<file path="config.mk">
export PLATFORM = sky130hd
export DESIGN_NAME = mat_stream_loader
export DESIGN_NICKNAME = d
export VERILOG_FILES = /design/src/rtl/mm_pkg.sv /design/src/rtl/mat_stream_loader.sv
export SDC_FILE = /design/constraint.sdc
export NUM_CORES = 1
export LEC_CHECK = 0
export CAP_MARGIN = 20
export CORE_ASPECT_RATIO = 0.75
export CORE_MARGIN = 2
export CORE_UTILIZATION = 48
export CTS_BUF_LIST = sky130_fd_sc_hd__clkbuf_16
export DETAILED_ROUTE_END_ITERATION = 8
export PLACE_DENSITY = 0.76
export SYNTH_ARGS = -nofsm -noshare
export SYNTH_HDL_FRONTEND = slang
export SYNTH_SLANG_ARGS = --single-unit
</file>
<file path="constraint.sdc">
create_clock -name clk -period 5 [get_ports clk]
set_clock_uncertainty 0.05 [all_clocks]
set_input_delay 1 -clock clk [delete_from_list [all_inputs] [get_ports clk]]
set_output_delay 1 -clock clk [all_outputs]
set_load 0.05 [all_outputs]
</file>
<file path="src/rtl/mm_pkg.sv">
`default_nettype none
// ============================================================================
//  Module  : mm_pkg
//  Purpose : Shared constants and FSM state type for the 2x2 matrix stream
//            loader and its neighbouring multiplier.
//  Contents: DW      - default element width in bits
//            MM_N    - elements per 2x2 matrix
//            MM_OPN  - operand elements per set (A and B)
//            state_t - loader FSM states
//  Revision: 1.0 - initial release
// ============================================================================
package mm_pkg;

  localparam int DW     = 8;
  localparam int MM_N   = 4;
  localparam int MM_OPN = 2 * MM_N;

  typedef enum logic [1:0] {
    ST_LOAD = 2'd0,  // collecting operand bytes
    ST_WAIT = 2'd1,  // operands stable, waiting out multiplier latency
    ST_EMIT = 2'd2   // streaming the four results
  } state_t;

endpackage
`default_nettype wire

</file>
<file path="src/rtl/mat_stream_loader.sv">
`default_nettype none
// ============================================================================
//  Module  : mat_stream_loader
//  Purpose : Deserialises an 8-element operand stream (A11..A22, B11..B22)
//            into registers that drive an external 2x2 multiplier, waits
//            MM_LATENCY edges, captures the four results and serialises them
//            back out with valid/ready handshaking. One set in flight at a
//            time.
//  Ports   : clk, rst             - clock, async active-high reset
//            in_data/valid/ready  - operand stream in
//            mm_a, mm_b           - operand arrays to the multiplier
//            mm_c                 - result array from the multiplier
//            out_data/valid/ready - result stream out
//            busy                 - high while waiting or emitting
//  Revision: 1.0 - initial release
// ============================================================================
module mat_stream_loader #(
  parameter int DW         = mm_pkg::DW,
  parameter int MM_LATENCY = 3
) (
  input  logic                                clk,
  input  logic                                rst,
  input  logic [DW-1:0]                       in_data,
  input  logic                                in_valid,
  output logic                                in_ready,
  output logic [mm_pkg::MM_N-1:0][DW-1:0]     mm_a,
  output logic [mm_pkg::MM_N-1:0][DW-1:0]     mm_b,
  input  logic [mm_pkg::MM_N-1:0][DW-1:0]     mm_c,
  output logic [DW-1:0]                       out_data,
  output logic                                out_valid,
  input  logic                                out_ready,
  output logic                                busy
);

  import mm_pkg::*;

  // Counter must be able to hold MM_LATENCY itself.
  localparam int            WCW       = (MM_LATENCY < 1) ? 1 : $clog2(MM_LATENCY + 1);
  localparam logic [WCW-1:0] WCNT_LAST = WCW'(MM_LATENCY);

  state_t                       r_state;
  state_t                       w_next_state;
  logic [2:0]                   r_idx;
  logic [WCW-1:0]               r_wait_cnt;
  logic [1:0]                   r_oidx;
  logic [MM_OPN-1:0][DW-1:0]    r_opnd;
  logic [MM_N-1:0][DW-1:0]      r_res;

  logic w_in_xfer;
  logic w_out_xfer;
  logic w_wait_done;

  assign in_ready    = (r_state == ST_LOAD);
  assign out_valid   = (r_state == ST_EMIT);
  assign busy        = (r_state != ST_LOAD);
  assign w_in_xfer   = in_valid && in_ready;
  assign w_out_xfer  = out_valid && out_ready;
  assign w_wait_done = (r_state == ST_WAIT) && (r_wait_cnt == WCNT_LAST);

  // Operand registers feed the multiplier directly; they only change in LOAD,
  // so they are stable for the whole WAIT/EMIT window.
  assign mm_a     = r_opnd[MM_N-1:0];
  assign mm_b     = r_opnd[MM_OPN-1:MM_N];
  assign out_data = r_res[r_oidx];

  // --------------------------------------------------------------------------
  // FSM state register
  // --------------------------------------------------------------------------
  always_ff @(posedge clk or posedge rst) begin
    if (rst) begin
      r_state <= ST_LOAD;
    end else begin
      r_state <= w_next_state;
    end
  end

  // --------------------------------------------------------------------------
  // FSM next-state logic
  // --------------------------------------------------------------------------
  always_comb begin
    w_next_state = r_state;
    case (r_state)
      ST_LOAD: if (w_in_xfer && (r_idx == 3'd7))    w_next_state = ST_WAIT;
      ST_WAIT: if (w_wait_done)                      w_next_state = ST_EMIT;
      ST_EMIT: if (w_out_xfer && (r_oidx == 2'd3))   w_next_state = ST_LOAD;
      default:                                       w_next_state = ST_LOAD;
    endcase
  end

  // --------------------------------------------------------------------------
  // Datapath: operand capture, latency counter, result capture, output index
  // --------------------------------------------------------------------------
  always_ff @(posedge clk or posedge rst) begin
    if (rst) begin
      r_idx      <= 3'd0;
      r_wait_cnt <= '0;
      r_oidx     <= 2'd0;
      r_opnd     <= '0;
      r_res      <= '0;
    end else begin
      if (w_in_xfer) begin
        r_opnd[r_idx] <= in_data;
        if (r_idx == 3'd7) begin
          r_idx      <= 3'd0;
          r_wait_cnt <= '0;
        end else begin
          r_idx <= r_idx + 3'd1;
        end
      end

      if (r_state == ST_WAIT) begin
        r_wait_cnt <= r_wait_cnt + 1'b1;
      end

      if (w_wait_done) begin
        r_res <= mm_c;
      end

      // 2-bit index wraps from 3 back to 0 on the final transfer.
      if (w_out_xfer) begin
        r_oidx <= r_oidx + 2'd1;
      end
    end
  end

endmodule
`default_nettype wire

</file>
==> impl_metrics.csv <==
group,metric,value,unit
run_status,status,"finished clean",
synth,syn_inst,264,
layout,areaGrowthSynthToFinish,36.7,%
timing,worst_pin_slew,0.589,ns
layout,n_antenna_cell,0,
cts,cts_buffer_depth,2,
cts,clk_pin_slew,0.07,ns
cts,tritoncts,"yes",
timing,timing_hold_violations_final,0,
detailed_routing,wl_per_cell,17.8,um
grt,antenna_found_initial,0,
grt,overflow,0,
layout,final_cell_mix,"118 x clkdlybuf4s50_1, 105 x dfrtp_1, 84 x mux2_2",
worst_setup_path,worstPathRequired,3.95,ns
min_path,hold_path_startpoint,"mm_b[24]",
layout,drive_gt1_share,34.4,%
timing,setup_violations,0,
layout,design_area,5930,sq um
min_path,whs_endpoint,"mm_b[24]",
worst_setup_path,cp_max_fo,10,
detailed_routing,vias_per_cell,5.14,
cts,cts_buffers,9,
worst_setup_path,start_kind,"flop",
grt,grt_pass1_vias,2602,
layout,utilization,68.9,%
synth,synth_edf_count,0,
synth,ys_seq_area_share,60.6,%
worst_setup_path,crit_arrival,2.37,ns
floorplan,io_pins,119,
detailed_routing,drt-initial-drc-count,90,
synth,synth_ff_type,"dfrtp_1",
timing,slew_headroom,60.7,%
synth,synth_nets,312,
worst_setup_path,cp-end-kind,"output pin",
floorplan,die-area,9820,sq um
worst_setup_path,worst_path_dominant_cell_family,"flip-flops",
job,cap_violations,0,
detailed_routing,drc,0,
cts,cts_resized,0,
timing,rsz0062_at_grt,"false",
placed_design,port_buffers,118,
cts,root_buffer,"clkbuf_16",
worst_setup_path,slowest_delay,0.72,ns
layout,nNetsFinal,435,
timing,setup_tns,0,ns
timing,period_needed,3.42,ns
layout,final_common_cell,"clkdlybuf4s50_1",
grt,grt_max_degree,82,
floorplan,floorplan.core_area,8600,sq um
worst_setup_path,timing.reg2reg.setup_slack,3.02,ns
timing,fmax,293,MHz
synth,synthesis.area,4340,sq um
worst_setup_path,path_buf_inv,1,
floorplan,die_y,86.3,um
synth,syn_avg_cell_area,16.4,sq um
grt,grt_pass1_wl,14.3,mm
detailed_routing,drt_wl_total,8.92,mm
floorplan,die_w,114,um
cts,postCtsSetupBuffers,0,
timing,finalCritPeriodShare,68.3,%
detailed_routing,antenna_left,0,
placed_design,dp_hpwl,6.50,mm
worst_setup_path,startpoint,"r_oidx[0]",
placed_design,placed_cell_area,5610,sq um
grt,grt.total_usage,19.1,%
synth,ys_types,26,
cts,htreeDepth,3,
detailed_routing,drt_pass1_iterations,4,
layout,fillers,620,
worst_setup_path,r2r-start,"r_state[0]",
synth,ys_async_sr_fraction,100,%
synth,ys_warn_count,0,
cts,cts_sinks,105,
worst_setup_path,worstSetupPathType,"reg2out",
floorplan,fp-row-count,29,
floorplan,start_util,50.4,%
min_path,hold_class,"reg2reg",
cts,insertion_delay,0.34,ns
worst_setup_path,r2r.worst_path.cells,3,
timing,maxSlewViolCount,0,
synth,synth_seq_cells,105,
detailed_routing,vias,2571,
cts,cts_hold_buf,0,
worst_setup_path,rr_endpoint,"mm_a[28]",
min_path,hold_depth,1,
worst_setup_path,crit_slowest_cell,"dfrtp_1",
worst_setup_path,crit_chain,"mux4_2 -> clkdlybuf4s50_1",
placed_design,place_congestion,0.772,
routing by layer:
layer  track usage, %  vias to the layer above  wire length, um
met4             4.32                        0               63
met3             5.66                        7              436
met1             26.2                     1325             4090
li1                 -                     1183                -
met5                0                        -                0
met2             30.5                       56             4330
cell families after synthesis:
kind of cell | synth area share [%]
xor gates and xnor gates | 0.202
muxes | 31.4
and+or+nand+nor | 4.30
AOI/OAI and AO/OA | 0.577
DFF | 60.6
adders and majority gates | 1.15
buffers and inverters | 1.76
flip-flops by register name, summed over array words and instances (netlist names):
signal / cells
mm_a: 32
mm_b: 32
r_res: 32
r_idx: 3
r_oidx: 2
r_state: 2
r_wait_cnt: 2
cell type report:
cell class                 instances  area [sq um]  share of cell area, %
sequential                       105          2630                   44.3
multi-input combinational        147          1630                   27.5
timing repair buffer             121          1220                   20.6
clock buffer                       9           225                   3.80
tap                              108           135                   2.28
clock inverter                     7          70.1                   1.18
inverter                           3          13.8                  0.232
worst max path at each step:
stage / depth (start not counted) / endpoint
floorplan: 1 / mm_a[0]
global placement: 2 / out_data[1]
detailed placement: 2 / out_data[1]
CTS: 2 / out_data[1]
global route: 2 / out_data[1]
finish: 2 / out_data[1]
metrics by stage:
stage	cells	worst slack, ns	hold slack (ns)
finish	500	1.58	0.449
global route	500	1.45	0.463
CTS	499	1.54	0.452
detailed placement	483	1.92	0.437
global placement	483	1.91	0.422
floorplan	264	1.19	0.407
synth_stat cells (all sizes together) (2+ instances only):
library cell	count	area, sq um
nand2	14	67.6
ha	4	50.1
nor2	3	11.3
nor2b	3	18.8
mux2	100	1180
dfrtp	105	2630
mux4	8	180
buf	9	65.1
and3	2	12.5
inv	3	11.3
o21ai	4	20.0
Power is left out: the tool's default activity adds up to more than one toggle a clock period on the data nets, which glitch-free logic cannot reach.
